`src/rtl/int_div.sv`:
```
// Sequential unsigned restoring divider: DW-bit dividend by VW-bit divisor,
// one quotient bit per clock, with a single-cycle divide-by-zero path.
module int_div #(
    parameter int DW = 13,
    parameter int VW = 6
) (
    input  logic          clk,
    input  logic          rst_n,
    input  logic          start,
    input  logic [DW-1:0] dividend,
    input  logic [VW-1:0] divisor,
    output logic          busy,
    output logic          done,
    output logic [DW-1:0] quotient,
    output logic [VW-1:0] remainder,
    output logic          dz
);

    localparam int CW = $clog2(DW);

    typedef enum logic [1:0] {
        IDLE = 2'd0,
        RUN  = 2'd1,
        DONE = 2'd2
    } state_t;

    state_t        state;
    state_t        state_next;
    logic [DW-1:0] dq;
    logic [VW-1:0] dvs;
    logic [VW-1:0] prem;
    logic [CW-1:0] cnt;
    logic          accept;
    logic          zero_div;
    logic [VW:0]   shifted;
    logic [VW:0]   step;
    logic [DW-1:0] dq_next;

    // Returns {quotient_bit, new_remainder}. The remainder is always below the
    // divisor, so only the low VW bits of the VW+1-bit trial are kept; the
    // low bits of the difference do not depend on the dropped top bit.
    function automatic logic [VW:0] restore_step(input logic [VW:0]   trial,
                                                 input logic [VW-1:0] d);
        logic          no_borrow;
        logic [VW-1:0] rem;
        no_borrow = (trial >= {1'b0, d});
        rem       = trial[VW-1:0] - (no_borrow ? d : '0);
        return {no_borrow, rem};
    endfunction

    assign accept   = start && (state != RUN);
    assign zero_div = (divisor == '0);
    assign shifted  = {prem, dq[DW-1]};
    assign step     = restore_step(shifted, dvs);
    assign dq_next  = {dq[DW-2:0], step[VW]};

    always_ff @(posedge clk or negedge rst_n) begin
        if (!rst_n) begin
            state <= IDLE;
        end else begin
            state <= state_next;
        end
    end

    always_comb begin
        state_next = state;
        case (state)
            IDLE, DONE: begin
                if (start) begin
                    state_next = zero_div ? DONE : RUN;
                end else begin
                    state_next = IDLE;
                end
            end
            RUN: begin
                if (cnt == '0) begin
                    state_next = DONE;
                end
            end
            default: state_next = IDLE;
        endcase
    end

    always_comb begin
        busy = (state == RUN);
        done = (state == DONE);
    end

    always_ff @(posedge clk or negedge rst_n) begin
        if (!rst_n) begin
            dq        <= '0;
            dvs       <= '0;
            prem      <= '0;
            cnt       <= '0;
            quotient  <= '0;
            remainder <= '0;
            dz        <= 1'b0;
        end else if (accept) begin
            if (zero_div) begin
                quotient  <= '1;
                remainder <= '0;
                dz        <= 1'b1;
            end else begin
                dq   <= dividend;
                dvs  <= divisor;
                prem <= '0;
                cnt  <= CW'(DW - 1);
            end
        end else if (state == RUN) begin
            dq   <= dq_next;
            prem <= step[VW-1:0];
            if (cnt == '0) begin
                quotient  <= dq_next;
                remainder <= step[VW-1:0];
                dz        <= 1'b0;
            end else begin
                cnt <= cnt - 1'b1;
            end
        end
    end

endmodule
```
`config.mk`:
```
export PLATFORM = sky130hd
export DESIGN_NAME = int_div
export DESIGN_NICKNAME = d
export VERILOG_FILES = /design/src/rtl/int_div.sv
export SDC_FILE = /design/constraint.sdc
export NUM_CORES = 1
export LEC_CHECK = 0
export CORE_UTILIZATION = 56
export DETAILED_ROUTE_END_ITERATION = 8
export PLACE_DENSITY = 0.84
export SETUP_SLACK_MARGIN = 0.05
export SYNTH_ARGS = -nofsm -noshare
export SYNTH_HDL_FRONTEND = slang
export SYNTH_SLANG_ARGS = --single-unit
```
`constraint.sdc`:
```
create_clock -name clk -period 4.2 [get_ports clk]
set_clock_uncertainty 0.05 [all_clocks]
set_input_delay 0.84 -clock clk [delete_from_list [all_inputs] [get_ports clk]]
set_output_delay 0.84 -clock clk [all_outputs]
set_load 0.02 [all_outputs]
```
* After elaboration in Yosys (flattened, before gate mapping)
Index checks and enable logic that the tools add are counted.
Word-level totals: latch bits 0, memory bits (read-only) 0, memories kept 0, register bits 51, output and inout bits 22, bits in writable memories 0
Cells by class: bitwise gates (word level) 1, order comparisons 1, shift operators 0, eq/ne operators 7, multiply operators 0, div/mod/pow operators 0, add/sub/neg operators 2, reductions and logical operators 11, multiplexer cells 27
Operators with widths (number):
- $mux 13 | 7
- $mux 6 | 8
- $mux 4 | 4
- $ge 7x6->1 | 1
- $logic_not 6->1 | 1
- $mux 2 | 3
- $ne 2x1->1 const B | 3
- $reduce_and 3->1 | 2
- $sub 6x6->6 | 1
- $logic_not 4->1 | 1
- $mux 1 | 4
- $ne 2x2->1 const B | 2
- $pmux 2 s2 | 1
- $reduce_and 2->1 | 2
- $reduce_bool 2->1 | 2
- $sub 4x1->4 const B | 1
- $eq 2x1->1 const B | 1
- $eq 2x2->1 const B | 1
- $logic_not 2->1 | 1
- $reduce_or 2->1 | 1
- $logic_and 1x1->1 | 1
- $not 1->1 | 1

* Depth between registers and ports, before layout
Gate-level depths: netlist of the first run.
depth after elaboration 6, mapped depth 13, mapped depth without buffers 13

* Worst setup path before layout of the first run
Ideal clock, no wire load.
kind reg2reg, start point register dvs[2], end point register prem[4], path buffers 0, data arrival time 2.434 ns, data required time 4.022 ns, setup slack 1.588 ns, cell stages (with the launch flop) 14, clock period less this slack 2.612 ns, cell sequence dfrtp_1 inv_1 ha_1 o21a_1 o211ai_1 o21ai_2 and2_2 ha_1 inv_1 fa_1 a21o_1 a21oi_1 xor2_1 o21ai_0
Between the ends: word-level cells in the longest chain between the ends 5
RTL lines:
- start, declared | line 30 | logic [VW-1:0] dvs;
- start signal, assigned | line 105 | dvs <= divisor;
- $ge 7x6->1 | line 46 | no_borrow = (trial >= {1'b0, d});
- $mux 6 * | line 47 | rem = trial[VW-1:0] - (no_borrow ? d : '0);
- $sub 6x6->6 * | line 47
- $mux 6 * | line 109 | end else if (state == RUN) begin
- $mux 6 * | line 98 | end else if (accept) begin
- end signal, assigned | line 111 | prem <= step[VW-1:0];
- end, declared | line 31 | logic [VW-1:0] prem;
Mark *: on every way between the ends. The rest lies on a longest branch, timed or not. The select of a mux whose other input is x is not followed. A chain may end at the register's enable or synchronous reset.

* Final worst setup path of the first run
start point register dq[12], end point register remainder[5]
Between the ends: word-level cells in the longest chain between the ends 6
RTL lines:
- start, declared | line 29 | logic [DW-1:0] dq;
- start signal, assigned | line 104 | dq <= dividend;
- start signal, assigned | line 110 | dq <= dq_next;
- $ge 7x6->1 | line 46
- $mux 6 | line 47
- $sub 6x6->6 * | line 47
- $mux 6 * | line 112 | if (cnt == '0) begin
- $mux 6 * | line 109
- $mux 6 * | line 98
- end signal, assigned | line 114 | remainder <= step[VW-1:0];
- end, declared | line 15 | output logic [VW-1:0] remainder,
Marked as above.

==> results of run 1 <==
==> power breakdown <==
group          total [mW]  switching (mW)  internal (mW)
sequential          0.920           0.178          0.742
clock               0.351           0.171          0.181
combinational        1.40           0.743          0.653
total                2.67            1.09           1.58
==> registers in the layout, summed over array words and instances (netlist names) <==
name and cells:
cnt 4, dq 13, dvs 6, dz 1, prem 6, quotient 13
remainder 6, state 2
==> per-stage QoR <==
stage / power [mW] / hold slack (ns) / cells / setup WS, ns
2_1_floorplan: 1.87 / 0.400 / 232 / 1.59
3_3_place_gp: 2.28 / 0.400 / 317 / 1.35
3_5_place_dp: 2.32 / 0.411 / 317 / 1.30
4_1_cts: 2.68 / 0.433 / 325 / 1.32
5_1_grt: 2.88 / 0.455 / 325 / 1.11
6_report: 2.67 / 0.429 / 325 / 1.32
==> layout by cell type (no fill, tap or decap), types with 2 or more instances in the layout <==
master,synthesis,routed
a22o_1,3,3
nand2_2,2,2
nor2_1,3,3
a21oi_1,3,3
clkbuf_8,0,5
clkdlybuf4s50_1,0,42
xor2_1,3,3
o22a_1,12,12
o31ai_2,3,3
ha_1,12,12
nand3_1,3,3
nand2b_1,4,4
mux2i_1,13,13
nand2b_4,2,2
nand2_1,49,49
xnor2_1,3,3
dfrtp_1,51,51
o21ai_0,22,22
o21ai_1,4,4
o21a_1,2,2
inv_1,9,9
==> cell families (layout without fill, tap and decap cells) <==
| logic type | Yosys count | after routing | share of synthesized area, % |
|---|---|---|---|
| flops | 51 | 51 | 50.8 |
| buf+inv | 19 | 62 | 4.04 |
| mux | 13 | 13 | 5.18 |
| compound gates | 59 | 59 | 17.6 |
| simple gates | 71 | 71 | 13.4 |
| fa+ha+maj | 13 | 13 | 6.78 |
| xor+xnor | 6 | 6 | 2.09 |
==> area by class of cell <==
type                            count  area, µm²  share of cell area [%]
Clock buffer                        5       68.8                    2.25
Clock inverter                      3       47.5                    1.55
Inverter                           10       37.5                    1.23
Multi-Input combinational cell    162       1130                    37.0
Sequential cell                    51       1280                    41.7
Tap cell                           50       62.6                    2.05
Timing Repair Buffer               44        433                    14.2
==> path summary, 6_finish.rpt <==
| path | endpoint |
|---|---|
| max in group asynchronous | cnt[2]$_DFFE_PN0P_ |
| min in group asynchronous | quotient[7]$_DFFE_PN0P_ |
| setup / recovery | remainder[5]$_DFFE_PN0P_ |
| hold / removal | remainder[1]$_DFFE_PN0P_ |
| hold reg to reg | remainder[1]$_DFFE_PN0P_ |
| setup reg to reg | remainder[5]$_DFFE_PN0P_ |
==> critical path, stage by stage, from the launching register on <==
cell and delay [ns]:
dfrtp_1 0.36, inv_1 0.07, ha_1 0.29, nand2b_4 0.15, a2111oi_4 0.36, o21ai_2 0.19
and2_2 0.24, ha_1 0.18, nand2b_1 0.17, a21oi_1 0.16, o22ai_1 0.12, xnor2_1 0.17
xnor2_1 0.16, o21ai_1 0.10
==> metal layers <==
| layer | track usage (%) | share of wire [%] | wire (µm) |
|---|---|---|---|
| met5 | 0 | 0 | 0 |
| met4 | 7.65 | 1.7 | 85 |
| met3 | 6.41 | 4.0 | 201 |
| met2 | 39.0 | 48 | 2410 |
| met1 | 32.7 | 46 | 2330 |
==> results.rst, run 1 <==
.. list-table::
   :header-rows: 1

   * - Metric
     - Value
   * - Status
     - completed
   * - Number of flops mapped to enable cells by yosys
     - 0
   * - Cell Rows
     - 23
   * - Total of warnings raised by yosys
     - 0
   * - Final worst path period need
     - ~2.9 ns
   * - Leakage component of the power
     - roughly 1.3 nW
   * - Height of the die
     - a little under 70 µm
   * - Post-cts resize count
     - 0
   * - Ranking of synthesized cells by area
     - dfrtp_1 (51%), nand2_1 (7.3%), ha_1 (6.0%)
   * - Max capacitance violation total
     - 0
   * - Fmax
     - between 300 and 400 MHz
   * - Top Ports
     - 44
   * - Max-slew headroom
     - 27.8%
   * - Overflow left after global routing
     - 0
   * - Layout cells sized above 1
     - 9.82%
   * - Total DRC errors in the routed layout
     - 0
   * - Critical Path Source
     - dq[12]$_DFFE_PN0P_
   * - Worst min-delay path startpoint
     - remainder[1]$_DFFE_PN0P_
   * - RePlAce Congestion
     - around 0.9
   * - Share of the synthesized area in the top cell type
     - about 51%
   * - Die boundary width
     - ~69 µm
   * - Total global routing track utilization
     - about a quarter
   * - Most used standard cell by instance count after synthesis
     - dfrtp_1
   * - Endpoint required time on the critical path
     - about 4.3 ns
   * - Average detailed-routed wire length per instance
     - about 15 µm
   * - Instance area at placement
     - just under 3000 µm²
   * - Number of fillers in the final layout
     - roughly 330
   * - Max-slew violations
     - 0
   * - Number of cells on the worst reg-to-reg path
     - 13
   * - Post-route setup TNS
     - 0 ns
   * - Number of antenna diodes
     - 0
   * - Total CTS buffers
     - 5
   * - Hold-fix buffer count after cts
     - 0
   * - Number of global-route vias before repair
     - 1,803
   * - Most common library cells after synthesis
     - dfrtp_1 (51), nand2_1 (49), o21ai_0 (22)
   * - R2R setup slack
     - between 1 and 1.5 ns
   * - Start-to-end type of the worst setup path
     - flop to flop
   * - Die area
     - 4750 µm²
   * - Reg-to-reg critical path startpoint
     - dq[12]$_DFFE_PN0P_
   * - # clock sinks
     - a little over 50
   * - Std-Cell Core Area
     - between 4000 and 5000 µm²
   * - Via Count
     - 1,835
   * - CTS clock-pin slew for the worst setup and hold paths
     - roughly 0.090 ns
   * - Crit. End Element
     - flop
   * - Share of synthesized flip-flops with an asynchronous set or reset
     - 100%
   * - Library cell used as clock root buffer
     - clkbuf_8
   * - WHS Path Cells
     - 2
   * - Critical Path AT
     - approximately 3.0 ns
   * - Final critical-path share of the clock period
     - ~70%
   * - Post-synthesis instance area
     - about 2500 µm²
   * - Setup repair after global routing missed its margin
     - false
   * - Nets@finish
     - roughly 310
   * - Ys flop type
     - dfrtp_1
   * - Category of the worst setup path launch point
     - flop
   * - Final HPWL from detailed placement
     - 3610 µm
   * - Routed Antenna Nets
     - 0
   * - Synthesized area per cell
     - 10.8 µm²
   * - Number of buffer cells added on primary ports
     - 43
   * - Post-CTS Setup Inserts
     - 0
   * - Power density over the cells
     - 872 nW/µm²
   * - Largest net degree at the start of global routing
     - between 50 and 60
   * - Transition time at the pin with the least slew margin
     - 1.08 ns
   * - Initial core utilization
     - between 60% and 70%
   * - CP Max Fanout
     - 8
   * - Final setup vio count
     - 0
   * - Via-per-instance ratio
     - 5.65
   * - Proportion of synthesized chip area in sequential cells
     - 50.8%
   * - Number of levels in the clock H-tree
     - 2
   * - Tightest Hold Check Type
     - flop to flop
   * - Gate count after technology mapping
     - about 230
   * - Max VDD drop
     - 412 µV
   * - Largest area contributor in the synthesized netlist
     - dfrtp_1
   * - Antenna violations before repair
     - 0
   * - Wire length reported by the detailed router
     - roughly 5000 µm
   * - Final number of hold-violating endpoints
     - 0
   * - Global-route wire length before repair
     - around 8400 µm
   * - Final Instance Area
     - slightly above 3000 µm²
   * - Synthesis-to-layout area growth
     - 21.8%
   * - TritonCTS clock tree
     - yes
   * - Clock network latency to the later pin of the worst-skew pair
     - 0.31 ns
   * - Clock Tree Buf Depth
     - 2
   * - Unique masters post-synth
     - 44
   * - Pre-Repair DR Iteration Count
     - 4
   * - Final core utilization
     - 73.8%
   * - Syn Nets
     - approximately 270
   * - Number of synthesized register bits
     - just over 50
   * - Iteration-0 DRC count of the detailed router
     - 97
Note: power is estimated with default switching activity, not from simulation.
==> inputs of run 2 (changes only) <==
Settings changed: CORE_UTILIZATION 56 to 52, PLACE_DENSITY 0.84 to 0.79.
Clock period 4.2 ns to 2.8 ns, I/O delays scaled along.
==> results.rst, run 2 (synthesis results as in run 1) <==
.. list-table::
   :header-rows: 1

   * - Metric
     - Value
   * - Final setup vio count
     - 0 (unchanged)
   * - Category of the worst setup path launch point
     - flop
   * - Total global routing track utilization
     - 23.2% (-1.4 points)
   * - Synthesis-to-layout area growth
     - 29.0%
   * - Critical-path cell list
     - inv_2 -> ha_1 -> nand2b_4 -> a2111oi_4 -> o21ai_2 -> and2_4 -> ha_2 -> inv_1 -> fa_2 -> a21o_1 -> a21oi_2 -> xor2_1 -> o31ai_2
   * - Commonest non-fill, non-tap cell in the layout
     - dfrtp_1
   * - Overflow left after global routing
     - 0 (unchanged)
   * - Max VDD drop
     - 681 µV (+65%)
   * - Global-route wire length before repair
     - 9000 µm (+7.8%)
   * - Antenna violations before repair
     - 0 (unchanged)
   * - Post-route setup TNS
     - 0 ns (unchanged)
   * - Die boundary width
     - 71.5 µm (+3.7%)
   * - Total CTS buffers
     - 5 (unchanged)
   * - Final worst path period need
     - 2.75 ns (-0.135 ns)
   * - Final number of hold-violating endpoints
     - 0 (unchanged)
   * - Instance area at placement
     - 3020 µm² (+2.6%)
   * - Slowest cell delay on critical path
     - 0.39 ns (+0.03 ns)
   * - Average detailed-routed wire length per instance
     - 15.3 µm (-0.90%)
   * - Final Instance Area
     - 3240 µm² (+5.9%)
   * - CP Max Fanout
     - 5 (-3)
   * - Total area of multi-input combinational cells
     - 1190 µm² (+4.8%)
   * - FF/Latch Area
     - 1280 µm² (unchanged)
   * - Number of fillers in the final layout
     - 316 (-4.5%)
   * - Endpoint required time on the critical path
     - 2.94 ns (-1.40 ns)
   * - Total DRC errors in the routed layout
     - 0 (unchanged)
   * - Std-Cell Core Area
     - 4500 µm² (+8.7%)
   * - Crit. End Element
     - flop
   * - CTS clock-pin slew for the worst setup and hold paths
     - 0.10 ns (about the same)
   * - Number of levels in the clock H-tree
     - 2 (unchanged)
   * - Library cell used as clock root buffer
     - clkbuf_8
   * - Max capacitance violation total
     - 0 (unchanged)
   * - RePlAce Congestion
     - 0.874 (-3.3%)
   * - Transition time at the pin with the least slew margin
     - 0.431 ns (-0.652 ns)
   * - Die area
     - 5110 µm² (+7.5%)
   * - Hold slack final
     - 0.0995 ns (-0.329 ns)
   * - Number of antenna diodes
     - 0 (unchanged)
   * - Height of the die
     - 71.5 µm (+3.7%)
   * - Pwr Total
     - 4.35 mW (+63%)
   * - Setup repair after global routing missed its margin
     - true
   * - Max-slew headroom
     - 71.1% (+43 points)
   * - Status
     - completed
   * - Number of buffer cells added on primary ports
     - 43 (unchanged)
   * - Number of global-route vias before repair
     - 1,832 (+1.6%)
   * - # clock sinks
     - 51 (unchanged)
   * - Fmax
     - 364 MHz (+4.9%)
   * - Initial core utilization
     - 55.7% (-4.8 points)
   * - Layout cells sized above 1
     - 18.8% (+9.0 points)
   * - Largest net degree at the start of global routing
     - 34 (-35%)
   * - Nets@finish
     - 327 (+5.8%)
   * - Tightest Hold Check Type
     - input port to async pin
   * - Clock Tree Buf Depth
     - 2 (unchanged)
   * - Reg-to-reg critical path startpoint
     - dq[12]$_DFFE_PN0P_
   * - Final HPWL from detailed placement
     - 3770 µm (+4.4%)
   * - Largest registers ranked by flip-flop count
     - dq (13), quotient (13)
   * - Top Ports
     - 44 (unchanged)
   * - Iteration-0 DRC count of the detailed router
     - 145 (+49%)
   * - Wire length reported by the detailed router
     - 5290 µm (+5.2%)
   * - Via-per-instance ratio
     - 5.48 (-2.9%)
   * - TritonCTS clock tree
     - yes
   * - Final critical-path share of the clock period
     - 98.2% (+30 points)
   * - Critical Path Source
     - dq[12]$_DFFE_PN0P_
   * - Commonest cells after routing, fill and taps aside
     - dfrtp_1 (51), nand2_1 (48), clkdlybuf4s50_1 (42)
   * - Clock network latency to the later pin of the worst-skew pair
     - 0.31 ns (about the same)
   * - Start-to-end type of the worst setup path
     - flop to flop
   * - Max-slew violations
     - 0 (unchanged)
   * - Power density over the cells
     - 1340 nW/µm² (+54%)
   * - Critical Path AT
     - 2.89 ns (-0.14 ns)
   * - Routed Antenna Nets
     - 0 (unchanged)
   * - Pre-Repair DR Iteration Count
     - 4 (unchanged)
   * - Cell Rows
     - 24 (+4.3%)
   * - Leakage component of the power
     - 1.39 nW (+6.3%)
   * - Final core utilization
     - 71.9% (-1.9 points)
   * - Via Count
     - 1,891 (+3.1%)
   * - Worst path slowest cell
     - dfrtp_1
run 2: final timing paths:
path / to / slack [ns] / cells past startpoint
hold / removal: quotient[2]$_DFFE_PN0P_ / 0.1 / 1
min in group clk: remainder[3]$_DFFE_PN0P_ / 0.44 / 2
max in group asynchronous: prem[3]$_DFFE_PN0P_ / 1.97 / 2
hold reg to reg: remainder[3]$_DFFE_PN0P_ / 0.44 / 2
setup reg to reg: remainder[4]$_DFFE_PN0P_ / 0.05 / 13
setup / recovery: remainder[4]$_DFFE_PN0P_ / 0.05 / 13
run 2: cell type report:
cell class	count	share of cell area, %
clock inverters	2	0.502
multi-input cells	162	36.6
clock buffers	6	2.24
repair buffers	62	18.0
well taps	52	2.01
flip-flops and latches	51	39.4
inverters	10	1.16
run 2: metal layers:
| metal | up-vias | GRT usage, % | wire length, µm |
|---|---|---|---|
| li1 | 929 | - | - |
| met1 | 912 | 32.8 | 2460 |
| met2 | 44 | 36.0 | 2540 |
| met3 | 6 | 4.78 | 212 |
| met4 | 0 | 7.84 | 76 |
| met5 | - | 0 | 0 |
run 2: metrics by stage:
step	setup WS (ns)	instances
after floorplan	0.188	232
after global placement	0.0125	327
after detailed placement	-0.0260	327
after CTS	0.0236	338
after global routing	-0.0616	345
final	0.0502	345
run 2: critical path: cells and delay by family (launching register included):
kind,cells,cell delay (ns)
adder cells (fa/ha/maj),3,0.80
AND/OR/NAND/NOR,2,0.32
AO/OA/AOI/OAI,5,0.74
XOR/XNOR,1,0.22
flip-flops,1,0.39
buffers and inverters,2,0.13
run 2: timing repair:
action,4_1_cts,5_1_grt
hold buffers,0,0
pin swaps,4,8
cloned,0,0
setup endpoints to repair,6,8
gates resized for setup,3,12
buffers inserted,3,7
run 2: where the power goes:
| group | internal (mW) | switching (mW) |
|---|---|---|
| clock | 0.180 | 0.250 |
| combinational | 1.28 | 1.27 |
| sequential | 1.11 | 0.255 |
| total | 2.57 | 1.78 |
==> inputs of run 3 (changes only) <==
Settings changed: SETUP_SLACK_MARGIN 0.05 to unset.
==> results.rst, run 3 (synthesis results as in run 1) <==
.. list-table::
   :header-rows: 1

   * - Metric
     - Value
   * - Worst flop-to-flop path endpoint
     - remainder[4]$_DFFE_PN0P_
   * - Clock Tree Buf Depth
     - 2 (unchanged)
   * - Setup repair after global routing missed its margin
     - true
   * - FF/Latch Area
     - 1280 µm² (unchanged)
   * - Crit. End Element
     - flop
   * - Routed Antenna Nets
     - 0 (unchanged)
   * - Fmax
     - 362 MHz (-0.44%)
   * - Via-per-instance ratio
     - 5.48 (-0.11%)
   * - Status
     - completed
   * - Wire length reported by the detailed router
     - 5430 µm (+2.7%)
   * - Initial core utilization
     - 55.7% (unchanged)
   * - Final setup vio count
     - 0 (unchanged)
   * - Number of fillers in the final layout
     - 326 (+3.2%)
   * - Transition time at the pin with the least slew margin
     - 0.437 ns (+0.00591 ns)
   * - Leakage component of the power
     - 1.38 nW (-0.72%)
   * - RePlAce Congestion
     - 0.874 (unchanged)
   * - CTS clock-pin slew for the worst setup and hold paths
     - 0.10 ns (about the same)
   * - Max VDD drop
     - 666 µV (-2.3%)
   * - Number of buffer cells added on primary ports
     - 43 (unchanged)
   * - Max-slew violations
     - 0 (unchanged)
   * - Height of the die
     - 71.5 µm (unchanged)
   * - Overflow left after global routing
     - 0 (unchanged)
   * - Global-route wire length before repair
     - 9040 µm (+0.39%)
   * - Hold-fix buffer count after cts
     - 0 (unchanged)
   * - Final critical-path share of the clock period
     - 98.6% (+0.43 points)
   * - # clock sinks
     - 51 (unchanged)
   * - Met2 wire length
     - 2600 µm (+2.4%)
   * - Largest registers ranked by flip-flop count
     - dq (13), quotient (13)
   * - Start-to-end type of the worst setup path
     - flop to flop
   * - Instance area at placement
     - 3020 µm² (unchanged)
   * - Number of global-route vias before repair
     - 1,835 (+0.16%)
   * - Final number of hold-violating endpoints
     - 0 (unchanged)
   * - Hold slack final
     - 0.103 ns (+0.00343 ns)
   * - Commonest non-fill, non-tap cell in the layout
     - dfrtp_1
   * - Power density over the cells
     - 1340 nW/µm² (about the same)
   * - Die area
     - 5110 µm² (unchanged)
   * - Number of cells on the worst reg-to-reg path
     - 12 (-1)
   * - Total CTS buffers
     - 5 (unchanged)
   * - Via Count
     - 1,878 (-0.69%)
   * - Number of antenna diodes
     - 0 (unchanged)
   * - R2R setup slack
     - 0.04 ns (about the same)
   * - Nets@finish
     - 325 (-0.61%)
   * - Post-route setup TNS
     - 0 ns (unchanged)
   * - Critical Path AT
     - 2.90 ns (about the same)
   * - Endpoint required time on the critical path
     - 2.94 ns (about the same)
   * - Final HPWL from detailed placement
     - 3770 µm (unchanged)
   * - Final Instance Area
     - 3230 µm² (-0.31%)
   * - Number of levels in the clock H-tree
     - 2 (unchanged)
   * - Synthesis-to-layout area growth
     - 28.6%
   * - Std-Cell Core Area
     - 4500 µm² (unchanged)
   * - Total global routing track utilization
     - 23.2% (+0.061 points)
   * - Largest net degree at the start of global routing
     - 34 (unchanged)
   * - Die boundary width
     - 71.5 µm (unchanged)
   * - Tightest Hold Check Type
     - input port to async pin
   * - Layout cells sized above 1
     - 18.2% (-0.56 points)
   * - WL met3
     - 188 µm (-11%)
   * - Top Ports
     - 44 (unchanged)
   * - Library cell used as clock root buffer
     - clkbuf_8
   * - Final worst path period need
     - 2.76 ns (+0.0121 ns)
   * - Routed met1 length
     - 2560 µm (+4.2%)
   * - CP Max Fanout
     - 5 (unchanged)
   * - Commonest cells after routing, fill and taps aside
     - dfrtp_1 (51), nand2_1 (48), clkdlybuf4s50_1 (42)
   * - Max-slew headroom
     - 70.8% (-0.32 points)
   * - Total area of multi-input combinational cells
     - 1190 µm² (+0.42%)
   * - Iteration-0 DRC count of the detailed router
     - 150 (+3.4%)
   * - Total DRC errors in the routed layout
     - 0 (unchanged)
   * - Antenna violations before repair
     - 0 (unchanged)
   * - TritonCTS clock tree
     - yes
   * - Pre-Repair DR Iteration Count
     - 4 (unchanged)
   * - Reg-to-reg critical path startpoint
     - prem[2]$_DFFE_PN0P_
   * - Clock network latency to the later pin of the worst-skew pair
     - 0.31 ns (about the same)
   * - Average detailed-routed wire length per instance
     - 15.8 µm (+3.3%)
   * - Top Metal Used
     - met4
   * - Category of the worst setup path launch point
     - flop
   * - Max capacitance violation total
     - 0 (unchanged)
   * - Cell Rows
     - 24 (unchanged)
## run 3: cell count changes in the layout (fill, tap and decap cells not counted)
| cell | change |
|---|---|
| buf_4 | -2 |
| ha_1 | -1 |
| ha_4 | +1 |
| o21ai_0 | -1 |
| o21ai_1 | +1 |
| xor2_1 | +1 |
| xor2_2 | -1 |
## run 3: repair_timing
action,4_1_cts,5_1_grt
buffers inserted,3,5
gates resized for setup,1,15
pin swaps,3,9
endpoints found under the setup margin,3,6
gates cloned,0,0
## run 3: per-layer routing
layer | GRT usage (%) | vias to the layer above
li1 | - | 925
met1 | 33.0 | 902
met3 | 4.78 | 5
met5 | 0 | -
met2 | 36.0 | 46
met4 | 7.84 | 0
## run 3: where the power goes
group | internal [mW] | switching (mW)
Combinational | 1.26 | 1.28
Sequential | 1.11 | 0.258
Clock | 0.180 | 0.248
Total | 2.55 | 1.79
## run 3: how the worst max path moves through the flow
stage / depth (start not counted) / from / end
after CTS: 13 / dq[12]$_DFFE_PN0P_ / remainder[5]$_DFFE_PN0P_
after floorplan: 13 / dvs[2]$_DFFE_PN0P_ / prem[4]$_DFFE_PN0P_
after detailed placement: 14 / dq[12]$_DFFE_PN0P_ / remainder[5]$_DFFE_PN0P_
final: 12 / prem[2]$_DFFE_PN0P_ / remainder[4]$_DFFE_PN0P_
after global routing: 12 / prem[2]$_DFFE_PN0P_ / remainder[4]$_DFFE_PN0P_
after global placement: 14 / dq[12]$_DFFE_PN0P_ / remainder[5]$_DFFE_PN0P_
## run 3: area by class of cell
class,instances,share of cell area (%)
Sequential cell,51,39.5
Multi-Input combinational cell,162,36.9
Timing Repair Buffer,60,17.6
Clock buffer,6,2.25
Tap cell,52,2.02
Inverter,10,1.16
Clock inverter,2,0.504
## run 3: through the flow
stage,util [%],instances,power (mW),setup slack [ns]
after floorplan,-,232,2.81,0.188
after global placement,67.0,327,3.49,0.0125
after detailed placement,67.0,327,3.55,-0.0260
after CTS,69.5,338,4.06,0.00699
after global routing,71.7,343,4.65,-0.0578
final,71.7,343,4.34,0.0381
## run 3: worst max-delay path, cell delays in order (launching register included)
cell and delay [ns]:
dfrtp_1 0.43, ha_1 0.29, o21a_1 0.12, o211ai_1 0.10, o21ai_2 0.26, and2_4 0.19
ha_2 0.17, inv_1 0.06, fa_2 0.35, a21o_1 0.18, a21oi_2 0.14, xor2_1 0.22
o31ai_2 0.09
